`config.mk`:
```
export PLATFORM = sky130hd
export DESIGN_NAME = event_unit_core_flat
export DESIGN_NICKNAME = d
export VERILOG_FILES = /design/src/rtl/event_unit_pkg.sv /design/src/rtl/event_unit_core_if.sv /design/src/rtl/eu_prio_enc.sv /design/src/rtl/event_unit_core.sv /design/src/flat_wrapper.sv
export SDC_FILE = /design/constraint.sdc
export NUM_CORES = 1
export LEC_CHECK = 0
export ABC_AREA = 1
export CORE_UTILIZATION = 45
export CTS_BUF_LIST = sky130_fd_sc_hd__clkbuf_8
export DETAILED_ROUTE_END_ITERATION = 8
export DONT_BUFFER_PORTS = 1
export PLACE_DENSITY = 0.69
export RECOVER_POWER = 25
export SETUP_SLACK_MARGIN = 0.5
export SLEW_MARGIN = 20
export SYNTH_ARGS = -nofsm -noshare
export SYNTH_HDL_FRONTEND = slang
export SYNTH_SLANG_ARGS = --single-unit
```
`constraint.sdc`:
```
create_clock -name clk_i -period 2.6 [get_ports clk_i]
set_input_delay 0.65 -clock clk_i [delete_from_list [all_inputs] [get_ports clk_i]]
set_output_delay 0.65 -clock clk_i [all_outputs]
set_load 0.02 [all_outputs]
```
`src/rtl/event_unit_pkg.sv`:
```
// ---------------------------------------------------------------------------
// event_unit_pkg : register map, state encoding and sizes for the event unit.
// Rev 1.0
// ---------------------------------------------------------------------------
`default_nettype none

package event_unit_pkg;

  localparam int EU_NB_EVT = 32;

  localparam logic [7:0] EU_MASK_OFS           = 8'h00;
  localparam logic [7:0] EU_MASK_AND_OFS       = 8'h04;
  localparam logic [7:0] EU_MASK_OR_OFS        = 8'h08;
  localparam logic [7:0] EU_BUFFER_OFS         = 8'h0C;
  localparam logic [7:0] EU_BUFFER_MASKED_OFS  = 8'h10;
  localparam logic [7:0] EU_BUFFER_CLEAR_OFS   = 8'h14;
  localparam logic [7:0] EU_EVT_WAIT_OFS       = 8'h18;
  localparam logic [7:0] EU_EVT_WAIT_CLEAR_OFS = 8'h1C;
  localparam logic [7:0] EU_IRQ_MASK_OFS       = 8'h20;

  typedef enum logic [1:0] {
    ACTIVE = 2'd0,
    SLEEP  = 2'd1,
    WAKE   = 2'd2
  } eu_core_state_e;

endpackage

`default_nettype wire

```
`src/rtl/event_unit_core_if.sv`:
```
// ---------------------------------------------------------------------------
// event_unit_core_if : core peripheral request/response port of the event unit.
// Rev 1.0
// ---------------------------------------------------------------------------
`default_nettype none

interface event_unit_core_if #(
  parameter int ADDR_W = 8
) ();

  logic              req;
  logic [ADDR_W-1:0] addr;
  logic              we;
  logic [31:0]       wdata;
  logic              gnt;
  logic              r_valid;
  logic [31:0]       r_rdata;
  logic              r_opc;

  modport master (
    output req, addr, we, wdata,
    input  gnt, r_valid, r_rdata, r_opc
  );

  modport slave (
    input  req, addr, we, wdata,
    output gnt, r_valid, r_rdata, r_opc
  );

endinterface

`default_nettype wire

```
`src/rtl/eu_prio_enc.sv`:
```
// ---------------------------------------------------------------------------
// eu_prio_enc : lowest-set-bit index encoder with valid flag.
// Rev 1.0
// ---------------------------------------------------------------------------
`default_nettype none

module eu_prio_enc #(
  parameter  int NB    = 32,
  localparam int IDX_W = (NB > 1) ? $clog2(NB) : 1
) (
  input  logic [NB-1:0]    vec_i,
  output logic [IDX_W-1:0] idx_o,
  output logic             valid_o
);

  // Scanning from the top down lets the lowest set bit overwrite last.
  always_comb begin
    idx_o = '0;
    for (int i = NB - 1; i >= 0; i--) begin
      if (vec_i[i]) idx_o = IDX_W'(i);
    end
  end

  assign valid_o = |vec_i;

endmodule

`default_nettype wire

```
`src/rtl/event_unit_core.sv`:
```
// ---------------------------------------------------------------------------
// event_unit_core : per-core sticky event buffer, software mask and blocking
// wait-for-event with core clock gating. Optional IRQ block: EU_CORE_IRQ_EN.
// Rev 1.0
// ---------------------------------------------------------------------------
`default_nettype none

module event_unit_core
  import event_unit_pkg::*;
#(
  parameter int NB_EVT = EU_NB_EVT,
  parameter int ADDR_W = 8
) (
  input  logic                      clk_i,
  input  logic                      rst_ni,
  input  logic [NB_EVT-1:0]         events_i,
  event_unit_core_if.slave          periph,
`ifdef EU_CORE_IRQ_EN
  output logic                      irq_req_o,
  output logic [$clog2(NB_EVT)-1:0] irq_id_o,
  input  logic                      irq_ack_i,
`endif
  output logic                      core_clk_en_o
);

  localparam logic [1:0] ST_ACTIVE = 2'(ACTIVE);
  localparam logic [1:0] ST_SLEEP  = 2'(SLEEP);
  localparam logic [1:0] ST_WAKE   = 2'(WAKE);

  logic [1:0]        state_q, state_d;
  logic [NB_EVT-1:0] mask_q, mask_d, buf_q, buf_d, clr, masked;
  logic              r_valid_q, r_valid_d, r_opc_q, r_opc_d;
  logic              resp_clr_q, resp_clr_d;
  logic [31:0]       r_rdata_q, r_rdata_d;

  logic [ADDR_W-1:0] ofs;
  logic              acc, rd_ok, wr_ok, err, wr_fire;
  logic              is_wait, is_wait_clr, go_sleep, wake, irq_pend;
  logic [NB_EVT-1:0] rd_val, wdata_evt;

`ifdef EU_CORE_IRQ_EN
  logic [NB_EVT-1:0] irq_mask_q, irq_mask_d, irq_vec;
`endif

  assign ofs       = {periph.addr[ADDR_W-1:2], 2'b00};
  assign masked    = buf_q & mask_q;
  assign wdata_evt = NB_EVT'(periph.wdata);
  assign acc       = (state_q == ST_ACTIVE) && periph.req;
  assign err       = periph.we ? !wr_ok : !rd_ok;
  assign wr_fire   = acc && periph.we && wr_ok;
  assign go_sleep  = acc && !periph.we && is_wait && rd_ok && (masked == '0);

  always_comb begin
    rd_ok       = 1'b0;
    wr_ok       = 1'b0;
    rd_val      = '0;
    is_wait     = 1'b0;
    is_wait_clr = 1'b0;
    case (ofs)
      ADDR_W'(EU_MASK_OFS): begin
        rd_ok  = 1'b1;
        wr_ok  = 1'b1;
        rd_val = mask_q;
      end
      ADDR_W'(EU_MASK_AND_OFS),
      ADDR_W'(EU_MASK_OR_OFS),
      ADDR_W'(EU_BUFFER_CLEAR_OFS): wr_ok = 1'b1;
      ADDR_W'(EU_BUFFER_OFS): begin
        rd_ok  = 1'b1;
        rd_val = buf_q;
      end
      ADDR_W'(EU_BUFFER_MASKED_OFS): begin
        rd_ok  = 1'b1;
        rd_val = masked;
      end
      // An empty mask could never wake the core, so a wait is refused.
      ADDR_W'(EU_EVT_WAIT_OFS): begin
        rd_ok   = (mask_q != '0);
        rd_val  = masked;
        is_wait = 1'b1;
      end
      ADDR_W'(EU_EVT_WAIT_CLEAR_OFS): begin
        rd_ok       = (mask_q != '0);
        rd_val      = masked;
        is_wait     = 1'b1;
        is_wait_clr = 1'b1;
      end
`ifdef EU_CORE_IRQ_EN
      ADDR_W'(EU_IRQ_MASK_OFS): begin
        rd_ok  = 1'b1;
        wr_ok  = 1'b1;
        rd_val = irq_mask_q;
      end
`endif
      default: ;
    endcase
  end

  always_comb begin
    clr = '0;
    if (r_valid_q && resp_clr_q) clr = r_rdata_q[NB_EVT-1:0];
    if (wr_fire && (ofs == ADDR_W'(EU_BUFFER_CLEAR_OFS))) clr = clr | wdata_evt;
`ifdef EU_CORE_IRQ_EN
    if (irq_ack_i && irq_pend) clr[irq_id_o] = 1'b1;
`endif
  end

  // Set wins over clear so an event arriving with its clear is not lost.
  assign buf_d = (buf_q & ~clr) | events_i;
  assign wake  = |(buf_d & mask_q);

  assign core_clk_en_o = (state_q != ST_SLEEP) || wake || irq_pend;

  always_comb begin
    state_d    = state_q;
    mask_d     = mask_q;
    r_valid_d  = 1'b0;
    r_opc_d    = 1'b0;
    r_rdata_d  = '0;
    resp_clr_d = 1'b0;
    case (state_q)
      ST_ACTIVE: begin
        if (go_sleep) begin
          state_d    = ST_SLEEP;
          resp_clr_d = is_wait_clr;
        end else if (acc) begin
          r_valid_d = 1'b1;
          if (err) begin
            r_opc_d = 1'b1;
          end else if (!periph.we) begin
            r_rdata_d  = 32'(rd_val);
            resp_clr_d = is_wait_clr;
          end
        end
        if (wr_fire) begin
          case (ofs)
            ADDR_W'(EU_MASK_OFS):     mask_d = wdata_evt;
            ADDR_W'(EU_MASK_AND_OFS): mask_d = mask_q & ~wdata_evt;
            ADDR_W'(EU_MASK_OR_OFS):  mask_d = mask_q | wdata_evt;
            default: ;
          endcase
        end
      end
      ST_SLEEP: begin
        resp_clr_d = resp_clr_q;
        if (wake) begin
          state_d   = ST_WAKE;
          r_valid_d = 1'b1;
          r_rdata_d = 32'(buf_d & mask_q);
        end
      end
      ST_WAKE:  state_d = ST_ACTIVE;
      default:  state_d = ST_ACTIVE;
    endcase
  end

  always_ff @(posedge clk_i or negedge rst_ni) begin
    if (!rst_ni) begin
      state_q    <= ST_ACTIVE;
      mask_q     <= '0;
      buf_q      <= '0;
      r_valid_q  <= 1'b0;
      r_opc_q    <= 1'b0;
      r_rdata_q  <= '0;
      resp_clr_q <= 1'b0;
    end else begin
      state_q    <= state_d;
      mask_q     <= mask_d;
      buf_q      <= buf_d;
      r_valid_q  <= r_valid_d;
      r_opc_q    <= r_opc_d;
      r_rdata_q  <= r_rdata_d;
      resp_clr_q <= resp_clr_d;
    end
  end

  assign periph.gnt     = acc;
  assign periph.r_valid = r_valid_q;
  assign periph.r_opc   = r_opc_q;
  assign periph.r_rdata = r_rdata_q;

`ifdef EU_CORE_IRQ_EN
  assign irq_vec    = buf_q & irq_mask_q;
  assign irq_mask_d = (wr_fire && (ofs == ADDR_W'(EU_IRQ_MASK_OFS))) ? wdata_evt : irq_mask_q;
  assign irq_req_o  = irq_pend;

  eu_prio_enc #(
    .NB (NB_EVT)
  ) u_prio_enc (
    .vec_i   (irq_vec),
    .idx_o   (irq_id_o),
    .valid_o (irq_pend)
  );

  always_ff @(posedge clk_i or negedge rst_ni) begin
    if (!rst_ni) irq_mask_q <= '0;
    else         irq_mask_q <= irq_mask_d;
  end
`else
  assign irq_pend = 1'b0;
`endif

endmodule

`default_nettype wire

```
`src/flat_wrapper.sv`:
```
// flat-port wrapper written by rule: the top's interface ports become plain ports
module event_unit_core_flat import event_unit_pkg::*;
#(
  parameter int NB_EVT = EU_NB_EVT,
  parameter int ADDR_W = 8
)
  (clk_i, rst_ni, events_i, core_clk_en_o, periph_req, periph_addr, periph_we, periph_wdata, periph_gnt, periph_r_valid, periph_r_rdata, periph_r_opc);
  event_unit_core_if #(.ADDR_W(ADDR_W)) periph_i ();
  input  logic clk_i;
  input  logic rst_ni;
  input  logic [NB_EVT-1:0] events_i;
  output logic core_clk_en_o;
  input wire logic [$bits(periph_i.req)-1:0] periph_req;
  input wire logic [$bits(periph_i.addr)-1:0] periph_addr;
  input wire logic [$bits(periph_i.we)-1:0] periph_we;
  input wire logic [$bits(periph_i.wdata)-1:0] periph_wdata;
  output wire logic [$bits(periph_i.gnt)-1:0] periph_gnt;
  output wire logic [$bits(periph_i.r_valid)-1:0] periph_r_valid;
  output wire logic [$bits(periph_i.r_rdata)-1:0] periph_r_rdata;
  output wire logic [$bits(periph_i.r_opc)-1:0] periph_r_opc;
  assign periph_i.req = periph_req;
  assign periph_i.addr = periph_addr;
  assign periph_i.we = periph_we;
  assign periph_i.wdata = periph_wdata;
  assign periph_gnt = periph_i.gnt;
  assign periph_r_valid = periph_i.r_valid;
  assign periph_r_rdata = periph_i.r_rdata;
  assign periph_r_opc = periph_i.r_opc;
  event_unit_core #(.NB_EVT(NB_EVT), .ADDR_W(ADDR_W)) u_core (.clk_i(clk_i), .rst_ni(rst_ni), .events_i(events_i), .periph(periph_i), .core_clk_en_o(core_clk_en_o));
endmodule
```
# == Yosys cells after proc, flatten, opt, wreduce, memory -nomap -nowiden ==
# Index checks and enable logic that the tools add are counted.
# classes
div,0
multipliers,0
reduce_logical,25
n_bitwise,9
shift,0
eq_ne,11
n_addsub,0
n_mux,31
order_cmp,0
# op_table
cell,count
32-bit two-way mux,7
32-bit one-hot mux with 3 select lines,2
32-bit bitwise AND,4
32-bit OR,3
32-bit NOT,2
32-bit one-hot mux with 2 select lines,1
32-bit logical NOT,1
32-bit nonzero test,1
32-bit OR reduction,1
6-bit by 3-bit == test with 1-bit output (second input constant),4
1-bit two-way mux,15
6-bit by 2-bit == test with 1-bit output (second input constant),2
1-bit logical AND,9
8-bit logical NOT,1
6-bit by 1-bit == test with 1-bit output (second input constant),1
2-bit by 1-bit inequality test with 1-bit output (second input constant),3
1-bit one-hot mux with 2 select lines,3
3-bit OR reduction,2
2-bit two-way mux,2
2-bit one-hot mux with 2 select lines,1
4-bit OR reduction,1
1-bit logical NOT,3
3-bit AND reduction,1
3-bit nonzero test,1
5 further kinds,5
# totals
rom_bits,0
ff_bits,101
output_inout_bits,36
mem_bits_rw,0
in_bits,76
latchBits,0
memories,0

# == Depth between registers and ports, before layout ==
# Gate-level depths: netlist of run 1.
# logic_depth
word_depth,13
depth_mapped,16
mapped_depth_nobuf,15

# == Worst setup path after synthesis of run 1 ==
# Ideal clock, no wire load.
# synth_timing
path_type,input-to-output
start,input port periph_we
end,output port core_clk_en_o
stages,13
path_buffers,2
slack_ns,0.054
arrival_ns,1.896
path_cell_list,buf_2 -> inv_2 -> nor2_8 -> buf_6 -> nand3_1 -> nand2_1 -> nand2_1 -> nand2_1 -> nand2_1 -> nor2_1 -> nand2_1 -> nor2_2 -> nand3_1
# synth_between
elab_chain_cells,10
# synth_lines
item,line,source
start: declaration,flat_wrapper.sv:15,input wire logic [$bits(periph_i.we)-1:0] periph_we;
1-bit logical AND (2 in series),event_unit_core.sv:50,assign wr_fire = acc && periph.we && wr_ok;
1-bit logical AND,event_unit_core.sv:102,if (wr_fire && (ofs == ADDR_W'(EU_BUFFER_CLEAR_OFS))) clr = clr | wdata_evt;
32-bit two-way mux,event_unit_core.sv:102,
32-bit NOT,event_unit_core.sv:109,assign buf_d = (buf_q & ~clr) | events_i;
32-bit bitwise AND,event_unit_core.sv:109,
32-bit OR,event_unit_core.sv:109,
via u_core.buf_d[25],event_unit_core.sv:31,"logic [NB_EVT-1:0] mask_q, mask_d, buf_q, buf_d, clr, masked;"
32-bit bitwise AND,event_unit_core.sv:110,assign wake = |(buf_d & mask_q);
32-bit OR reduction,event_unit_core.sv:110,
1-bit logical OR,event_unit_core.sv:112,assign core_clk_en_o = (state_q != ST_SLEEP) || wake || irq_pend;
end: declaration,flat_wrapper.sv:12,output logic core_clk_en_o;
# The timed path passes the listed nets, and every way through them passes these cells.

# == Worst setup path after layout of run 1 ==
# layout_timing
start,register u_core.state_q[1]
end,output port core_clk_en_o
# layout_between
elab_chain_cells,12
word_cells_on_any_way,13
# layout_lines
item,line,source
start: declaration,event_unit_core.sv:30,"logic [1:0] state_q, state_d;"
start signal: assignment,event_unit_core.sv:167,state_q <= state_d;
2-bit logical NOT,event_unit_core.sv:48,assign acc = (state_q == ST_ACTIVE) && periph.req;
1-bit logical AND,event_unit_core.sv:48,
1-bit logical AND (2 in series),event_unit_core.sv:50,
1-bit logical AND,event_unit_core.sv:102,
32-bit two-way mux,event_unit_core.sv:102,
32-bit NOT,event_unit_core.sv:109,
32-bit bitwise AND,event_unit_core.sv:109,
32-bit OR,event_unit_core.sv:109,
via u_core.buf_d[10],event_unit_core.sv:31,
32-bit bitwise AND,event_unit_core.sv:110,
32-bit OR reduction,event_unit_core.sv:110,
1-bit logical OR,event_unit_core.sv:112,
# The timed path passes the listed nets, and every way through them passes these cells.

==> results of run 1 <==
report_power, final:
group	internal, µW	switching, µW	leakage [µW]
combinational	292	405	0.00154
sequential	1650	126	0.00122
clock	468	572	0.0000943
total	2410	1100	0.00285
cell usage in the layout, fill, tap and decap left out, drive strengths merged:
cell type,instances
clkinvlp,3
clkbuf,12
o32ai,33
a221oi,29
bufinv,1
clkinv,2
inv,75
nor4,9
nor2,57
buf,48
nand3,69
o21ai,38
dfrtp,101
nor3,1
a21oi,3
nand2,200
a32o,32
nand4,10
worst max-delay path: cells and delay by family, from the launching register on:
family,cells,cell delay [ns]
buffers and inverters,1,0.20
DFF,1,0.43
and+or+nand+nor,12,1.25
metal layers:
metal,wire length [µm],global-route usage (%)
met5,0,0
met4,771,16.5
met3,1480,6.06
met2,8740,44.7
met1,7350,35.3
state kept, by name, summed over array words and instances, names as in the netlist:
signal,count
u_core.periph.r_opc,1
u_core.mask_q,32
u_core.periph.r_rdata,32
u_core.periph.r_valid,1
u_core.resp_clr_q,1
u_core.buf_q,32
u_core.state_q,2
area by class of cell:
cell class | count | share of cell area, %
multi-input cells | 481 | 43.8
flip-flops and latches | 101 | 38.5
repair buffers | 50 | 7.08
inverters | 75 | 4.33
well taps | 168 | 3.21
clock buffers | 10 | 2.10
clock inverters | 6 | 0.954
what timing repair did:
item | in CTS | in global routing
setup endpoints to repair | 2 | 21
gates cloned | 0 | 2
pin swaps | 0 | 28
setup buffers | 0 | 4
endpoints found under the hold margin | 101 | 101
gates resized for setup | 10 | 84
how the worst max path moves through the flow:
stage                     cells past startpoint            end               from
final                                        13  core_clk_en_o  u_core.state_q[1]
after detailed placement                     13  core_clk_en_o     periph_addr[7]
after CTS                                    13  core_clk_en_o  u_core.state_q[1]
after global placement                       13  core_clk_en_o     periph_addr[7]
after floorplan                              13  core_clk_en_o     periph_addr[7]
after global routing                         13  core_clk_en_o  u_core.state_q[1]
cell families (layout without fill, tap and decap cells):
group           after synthesis  in the layout
compound gates              135            135
buf+inv                     119            141
simple gates                346            346
flops                       101            101
metrics by stage:
| stage | hold slack, ns | total power [µW] |
|---|---|---|
| 2_1_floorplan | 0.354 | 2120 |
| 3_3_place_gp | 0.359 | 2320 |
| 3_5_place_dp | 0.358 | 2340 |
| 4_1_cts | -0.0577 | 3390 |
| 5_1_grt | -0.0497 | 3620 |
| 6_report | -0.0424 | 3510 |
==> results.json, run 1 <==
{
  "initial_utilization_pct": 46.4,
  "htreeDepth": 3,
  "fin_tns_setup_ns": -0.325,
  "core_area_um2": 12100,
  "r2r_end": "u_core.periph.r_valid",
  "synth_xor_area_share_pct": 0,
  "grt_pass1_wl_um": 27900,
  "clk_latency_ns": 0.38,
  "finalInstanceArea_um2": 6560,
  "detail_route.wl_per_cell_um": 20.6,
  "cts_tree": "built",
  "synth_top_cell_by_area": "dfrtp_1",
  "synth_flop_cell": "dfrtp_1",
  "synth_area_um2": 5600,
  "crit_slowest_cell": "dfrtp_1",
  "peakVddDrop_uv": 236,
  "synth.avg_cell_area_um2": 7.98,
  "fin_crit_ns": 2.92,
  "synthSimpleGateAreaFrac_pct": 27.0,
  "finalCritPeriodShare_pct": 112,
  "drc": 0,
  "muxShareOfSynthArea_pct": 0,
  "rr_worst_depth": 15,
  "setup_ws_ns": -0.325,
  "power.density_nw_per_um2": 535,
  "crit_chain": "nor2_4 -> nand2_4 -> nor2_8 -> clkbuf_16 -> nand3_1 -> nand2_1 -> nand2_2 -> nand2_2 -> nand2_2 -> nor2_4 -> nand2_2 -> nor2_4 -> nand3_4",
  "hpwlAfterDp_um": 12300,
  "dr.pass1.iters": 7,
  "synthTopCellsByCount": "197 x nand2_1, 101 x dfrtp_1, 72 x inv_1",
  "ys_seq_area_share_pct": 45.2,
  "reg2reg_slack_ns": 0.54,
  "drive_gt1_share_pct": 22.8,
  "rr_startpoint": "u_core.state_q[1]",
  "seq_area_um2": 2530,
  "root_buffer": "clkbuf_8",
  "drt_iter0_markers": 554,
  "crit_required_ns": 1.95,
  "worstMarginPinSlew_ns": 0.580,
  "timing.final.hold_violations": 101,
  "dp_cells": 869,
  "clock-sinks": 101,
  "port_buffers": 0,
  "outcome": "finished with violations",
  "stdcell_count": 891,
  "die_y_um": 114,
  "io_pins": 112,
  "multiInputGateArea_um2": 2870,
  "final_nets": 794,
  "synth_top_area_share_pct": 45.2,
  "num-fill-cells": 1121,
  "grt_setup_unrepaired": "yes",
  "crit_path_max_incr_delay_ns": 0.43,
  "critPathKind": "reg -> out",
  "yosys.cell_count.top_type": "nand2_1",
  "max_cap_violations": 0,
  "synthArstFlopShare_pct": 100,
  "max_freq_ghz": 0.342,
  "ys_top_cells_by_area": "dfrtp_1 45%, nand2_1 13%, nand3_1 6.2%, a32o_1 5.7%, o32ai_1 5.2%",
  "end_kind": "output port",
  "crit_arrival_ns": 2.27,
  "path_max_fanout": 8,
  "synthAdderAreaFrac_pct": 0,
  "die_w_um": 114,
  "place_congestion": 0.918,
  "synth-edff-count": 0,
  "overflow": 0,
  "cellLeakagePower_uw": 0.00285,
  "clkTransAtPathRegs_ns": 0.10,
  "cp_common_cell": "nand2_2",
  "final_core_util_pct": 54.4,
  "clockBufferDepth": 2,
  "synth_compound_area_share_pct": 19.1,
  "grt_antenna_before_repair": 0,
  "rows": 40,
  "grt_max_degree": 102,
  "yosys_register_bits": 101,
  "yosysUniqueCellTypes": 24,
  "cts_buffers": 9,
  "syn_to_final_growth_pct": 17.1,
  "worstHoldPathType": "in -> async",
  "fin_skew_ns": 0.00941,
  "die-area_um2": 12900,
  "wl_um": 18300,
  "synth_top_family_by_area": "simple AND/OR/NAND/NOR gates",
  "dp_slack_ns": -0.190,
  "grt_pass1_vias": 5282,
  "num_antenna_cells": 0,
  "routed_via_density": 6.16,
  "yosysWarnings": 0,
  "setup_viol": 1,
  "grt_usage_pct": 28.1,
  "antenna_left": 0,
  "place_area_um2": 5990,
  "violations": "hold timing, setup timing",
  "via_count": 5486,
  "slew_headroom_pct": 61.0,
  "slew_violations": 0,
  "synth_fp_nets": 777,
  "start_kind": "flop",
  "whs_ns": -0.0424,
  "synthCells": 701
}
(Power assumes the default switching activity.)
==> run 2, diff against run 1 <==
--- a/config.mk
+++ b/config.mk
@@ -6,11 +6,12 @@
 export NUM_CORES = 1
 export LEC_CHECK = 0
 export ABC_AREA = 1
+export BUFFER_PORTS_ARGS = -buffer_cell sky130_fd_sc_hd__buf_2
+export CORE_ASPECT_RATIO = 0.8
 export CORE_UTILIZATION = 45
 export CTS_BUF_LIST = sky130_fd_sc_hd__clkbuf_8
 export DETAILED_ROUTE_END_ITERATION = 8
-export DONT_BUFFER_PORTS = 1
-export PLACE_DENSITY = 0.69
+export PLACE_DENSITY = 0.76
 export RECOVER_POWER = 25
 export SETUP_SLACK_MARGIN = 0.5
 export SLEW_MARGIN = 20
==> results.json, run 2 (synthesis gave the netlist of run 1 again) <==
{
  "wl_um": 18000,
  "fin_crit_ns": 3.10,
  "core_area_um2": 12200,
  "rr_startpoint": "u_core.state_q[1]",
  "grt_pass1_wl_um": 27600,
  "via_count": 5854,
  "mostFrequentLayoutCell": "nand2_1",
  "final_core_util_pct": 57.4,
  "cts_buffers": 9,
  "place_congestion": 0.895,
  "power.share.combinational_pct": 21.8,
  "drc": 0,
  "setup_ws_ns": -0.502,
  "io_pins": 112,
  "worstMarginPinSlew_ns": 1.41,
  "crit_path_max_incr_delay_ns": 0.17,
  "whs_ns": 0.467,
  "die-area_um2": 12900,
  "critPathKind": "in -> out",
  "slew_headroom_pct": 6.31,
  "cp_common_cell": "nand2_1",
  "cts_tree": "built",
  "internal_power_uw": 2310,
  "overflow": 0,
  "worstHoldPathType": "in -> reg",
  "port_buffers": 109,
  "grt_usage_pct": 28.5,
  "fin_skew_ns": 0.0158,
  "timing.final.hold_violations": 0,
  "path_max_fanout": 6,
  "r2r_end": "u_core.state_q[0]",
  "p_clk_share_pct": 26.3,
  "htreeDepth": 3,
  "root_buffer": "clkbuf_8",
  "end_kind": "output port",
  "crit_slowest_cell": "buf_6",
  "drive_gt1_share_pct": 25.3,
  "die_y_um": 102,
  "crit_chain": "buf_2 -> nor2_4 -> nand2_2 -> nor2_4 -> buf_4 -> buf_6 -> nand3_1 -> nand2_1 -> nand2_1 -> nand2_1 -> nand2_1 -> nor2_2 -> nand2_1 -> nor2_2 -> nand3_2 -> buf_6",
  "cellLeakagePower_uw": 0.00340,
  "grt_pass1_vias": 5158,
  "place_area_um2": 6580,
  "antenna_left": 0,
  "crit_required_ns": 1.95,
  "dp_cells": 967,
  "min_path_cells": 3,
  "violations": "setup timing",
  "outcome": "finished with violations",
  "num_antenna_cells": 0,
  "final_cell_mix": "188 x nand2_1, 106 x buf_2, 101 x dfrtp_1",
  "power.switching_uw": 1080,
  "routed_via_density": 5.89,
  "final_nets": 914,
  "clockBufferDepth": 2,
  "die_w_um": 127,
  "dp_slack_ns": -0.425,
  "p_sw_share_pct": 31.8,
  "num-fill-cells": 1098,
  "crit_arrival_ns": 2.45,
  "grt_max_degree": 49,
  "hpwlAfterDp_um": 12400,
  "power.density_nw_per_um2": 486,
  "peakVddDrop_uv": 217,
  "grt_antenna_before_repair": 0,
  "finalInstanceArea_um2": 6980,
  "drt_iter0_markers": 662,
  "max_freq_ghz": 0.322,
  "rr_worst_depth": 15,
  "detail_route.wl_per_cell_um": 18.1,
  "max_cap_violations": 0,
  "clk_latency_ns": 0.39,
  "stdcell_count": 994,
  "rows": 36,
  "clock-sinks": 101,
  "clkTransAtPathRegs_ns": 0.10,
  "pwr-share-seq_pct": 51.9,
  "finalCritPeriodShare_pct": 119,
  "grt_setup_unrepaired": "yes",
  "setup_viol": 1,
  "reg2reg_slack_ns": 0.45,
  "initial_utilization_pct": 46.0,
  "slew_violations": 0,
  "cts_hold_buffers": 0,
  "dr.pass1.iters": 7,
  "min_to": "u_core.buf_q[21]",
  "hp-start": "events_i[21]",
  "start_kind": "input port",
  "syn_to_final_growth_pct": 24.7
}
[run 2: changes by cell type in the layout (fill, tap and decap cells not counted), moves of 4 or more]
cell     change
nand2_2     -58
nand2_1     +58
nand3_1      +6
nand3_2      -4
nor2_4       -9
buf_2      +106
nor2_2       +6
[run 2: metrics by stage]
step	total power (µW)	TNS (ns)
after floorplan	2120	0
after global placement	2440	-0.383
after detailed placement	2460	-0.425
after CTS	3350	-0.433
after global routing	3550	-0.599
final	3390	-0.502
[run 2: what timing repair did]
action,in CTS,in global routing
cloned,1,2
setup buffers,0,9
pin swaps,0,7
endpoints found under the setup margin,2,5
resized for setup,5,25
[run 2: power by group through the flow]
stage	sequential [µW]	combinational, µW	clock (µW)
finish	1760	739	892
global route	1770	803	980
CTS	1750	692	906
detailed placement	1780	680	0
global placement	1780	668	0
floorplan	1760	368	0
[run 2: how the worst max path moves through the flow]
stage	slack (ns)	endpoint	from	cells after the start
floorplan	0.12	core_clk_en_o	periph_addr[7]	13
global placement	-0.38	core_clk_en_o	periph_addr[7]	15
detailed placement	-0.42	core_clk_en_o	periph_addr[7]	15
CTS	-0.43	core_clk_en_o	periph_addr[7]	15
global route	-0.60	core_clk_en_o	periph_addr[4]	17
finish	-0.50	core_clk_en_o	periph_addr[6]	16
[run 2: layout make-up]
cell class / count / area [µm²] / share of cell area (%)
Clock buffer: 10 / 138 / 1.97
Clock inverter: 5 / 22.5 / 0.323
Inverter: 75 / 287 / 4.11
Multi-Input combinational cell: 481 / 2630 / 37.7
Sequential cell: 101 / 2530 / 36.2
Tap cell: 152 / 190 / 2.73
Timing Repair Buffer: 170 / 1180 / 17.0
[run 2: worst max-delay path, delay by kind of cell]
kind,cells,cell delay [ns]
and+or+nand+nor,12,1.23
buffers and inverters,4,0.55
[run 2: metal layers]
layer	vias up	part of all wire (%)	GRT usage [%]	wire, µm
li1	2717	-	-	-
met1	2764	44	42.0	7860
met2	343	44	41.9	7900
met3	30	11	6.34	1960
met4	0	1.8	8.52	324
met5	-	0	0	0
==> run 3, diff against run 2 <==
--- a/config.mk
+++ b/config.mk
@@ -8,10 +8,10 @@
 export ABC_AREA = 1
 export BUFFER_PORTS_ARGS = -buffer_cell sky130_fd_sc_hd__buf_2
 export CORE_ASPECT_RATIO = 0.8
-export CORE_UTILIZATION = 45
+export CORE_UTILIZATION = 30
 export CTS_BUF_LIST = sky130_fd_sc_hd__clkbuf_8
 export DETAILED_ROUTE_END_ITERATION = 8
-export PLACE_DENSITY = 0.76
+export PLACE_DENSITY = 0.58
 export RECOVER_POWER = 25
 export SETUP_SLACK_MARGIN = 0.5
 export SLEW_MARGIN = 20
==> results.json, run 3 (synthesis gave the netlist of run 1 again) <==
{
  "overflow": 0,
  "via_count": 5563,
  "setup_ws_ns": -0.547,
  "max_freq_ghz": 0.318,
  "cts_hold_buffers": 0,
  "outcome": "finished with violations",
  "drive_gt1_share_pct": 25.5,
  "slew_violations": 25,
  "max_cap_violations": 1,
  "core_area_um2": 18200,
  "fin_crit_ns": 3.15,
  "violations": "capacitance limit, slew limit, setup timing",
  "port_buffers": 109,
  "antenna_left": 0,
  "drc": 0,
  "grt_setup_unrepaired": "yes",
  "clockBufferDepth": 2,
  "setup_viol": 1,
  "root_buffer": "clkbuf_8",
  "hp-start": "events_i[20]",
  "hpwlAfterDp_um": 13700,
  "start_kind": "flop",
  "grt_antenna_before_repair": 0,
  "num-fill-cells": 1933,
  "final_nets": 901,
  "pwr-share-seq_pct": 48.3,
  "syn_to_final_growth_pct": 25.9,
  "final_cell_mix": "181 x nand2_1, 107 x buf_2, 101 x dfrtp_1",
  "power.switching_uw": 1140,
  "worstMarginPinSlew_ns": 1.51,
  "min_path_cells": 3,
  "peakVddDrop_uv": 228,
  "mostFrequentLayoutCell": "nand2_1",
  "grt_usage_pct": 20.5,
  "cts_tree": "built",
  "min_to": "u_core.buf_q[20]",
  "end_kind": "output port",
  "routed_via_density": 5.14,
  "crit_arrival_ns": 2.50,
  "rr_startpoint": "u_core.state_q[1]",
  "p_clk_share_pct": 31.5,
  "multiInputGateArea_um2": 2650,
  "critPathKind": "reg -> out",
  "worstHoldPathType": "in -> reg",
  "die_y_um": 124,
  "drt_iter0_markers": 426,
  "detail_route.wl_per_cell_um": 17.8,
  "grt_pass1_wl_um": 29700,
  "path_max_fanout": 5,
  "finalPower_uw": 3650,
  "timing.final.hold_violations": 0,
  "rr_worst_depth": 14,
  "cts_buffers": 9,
  "fin_skew_ns": 0.0121,
  "place_congestion": 0.869,
  "io_pins": 112,
  "r2r_end": "u_core.state_q[0]",
  "dr.pass1.iters": 5,
  "wl_um": 19300,
  "clk_latency_ns": 0.38,
  "grt_max_degree": 50,
  "rows": 44,
  "die-area_um2": 19200,
  "finalInstanceArea_um2": 7050,
  "htreeDepth": 3,
  "finalCritPeriodShare_pct": 121,
  "internal_power_uw": 2510,
  "seq_area_um2": 2530,
  "power.density_nw_per_um2": 518,
  "place_area_um2": 6720,
  "cellLeakagePower_uw": 0.00333,
  "num_antenna_cells": 0,
  "reg2reg_slack_ns": 0.49,
  "clkTransAtPathRegs_ns": 0.10,
  "clock-sinks": 101,
  "grt_pass1_vias": 5285,
  "slew_headroom_pct": -0.348,
  "power.share.combinational_pct": 20.2,
  "p_sw_share_pct": 31.2,
  "initial_utilization_pct": 30.7,
  "die_w_um": 155,
  "crit_required_ns": 1.95
}
==> run 3: changes by cell type in the layout (fill, tap and decap cells not counted), moves of 2 or more <==
cell	delta
buf_4	-12
buf_8	-2
bufinv_16	+2
clkinv_2	+2
inv_1	-3
nand2_1	-7
nand2_2	+6
==> run 3: area by class of cell <==
class / count / share of cell area, %
sequential: 101 / 35.9
clock inverter: 6 / 1.22
tap: 253 / 4.49
inverter: 75 / 4.03
clock buffer: 10 / 1.95
timing repair buffer: 157 / 14.8
multi-input combinational: 481 / 37.6
==> run 3: what timing repair did <==
action                                 in CTS  in global routing
endpoints found under the hold margin       0                  0
pin swaps                                   0                  8
gates cloned                                0                  1
setup endpoints to repair                   2                  7
buffers inserted                            0                  1
gates resized for setup                     4                 26
==> run 3: power groups by stage <==
| stage | Sequential, µW | Combinational, µW | Clock (µW) |
|---|---|---|---|
| finish | 1760 | 738 | 1150 |
| global route | 1780 | 812 | 1220 |
| CTS | 1760 | 711 | 1170 |
| detailed placement | 1790 | 702 | 0 |
| global placement | 1780 | 695 | 0 |
| floorplan | 1760 | 368 | 0 |
==> run 3: critical path, cell delays in order, from the launching register on <==
cell and delay [ns]:
dfrtp_1 0.42, nor2_4 0.13, nand2_4 0.08, nor2_8 0.22, clkbuf_16 0.19, nand3_1 0.07, nand2_1 0.07, nand2_2 0.06
nand2_2 0.06, nand2_1 0.07, nor2_2 0.19, nand2_1 0.09, nor2_2 0.13, nand3_2 0.15, buf_6 0.17
==> run 3: how the worst max path moves through the flow <==
stage,startpoint,endpoint,cells after the start
6_report,u_core.state_q[1],core_clk_en_o,14
5_1_grt,u_core.state_q[1],core_clk_en_o,14
4_1_cts,u_core.state_q[1],core_clk_en_o,14
3_5_place_dp,periph_addr[7],core_clk_en_o,15
3_3_place_gp,periph_addr[7],core_clk_en_o,15
2_1_floorplan,periph_addr[7],core_clk_en_o,13
==> run 3: stage by stage <==
| step | cells | setup TNS (ns) | hold WS [ns] | util (%) | worst slack [ns] |
|---|---|---|---|---|---|
| 2_1_floorplan | 701 | 0 | 0.354 | - | 0.123 |
| 3_3_place_gp | 1065 | -0.464 | 0.516 | 36.9 | -0.464 |
| 3_5_place_dp | 1065 | -0.491 | 0.524 | 36.9 | -0.491 |
| 4_1_cts | 1081 | -0.462 | 0.180 | 38.2 | -0.462 |
| 5_1_grt | 1083 | -0.634 | 0.479 | 38.7 | -0.634 |
| 6_report | 1083 | -0.547 | 0.481 | 38.7 | -0.547 |
==> run 3: metal layers <==
metal	vias to the layer above	track usage [%]	wire, µm
li1	2694	-	-
met1	2643	30.0	9430
met2	206	30.9	8240
met3	20	4.04	1350
met4	0	5.20	246
met5	-	0	0
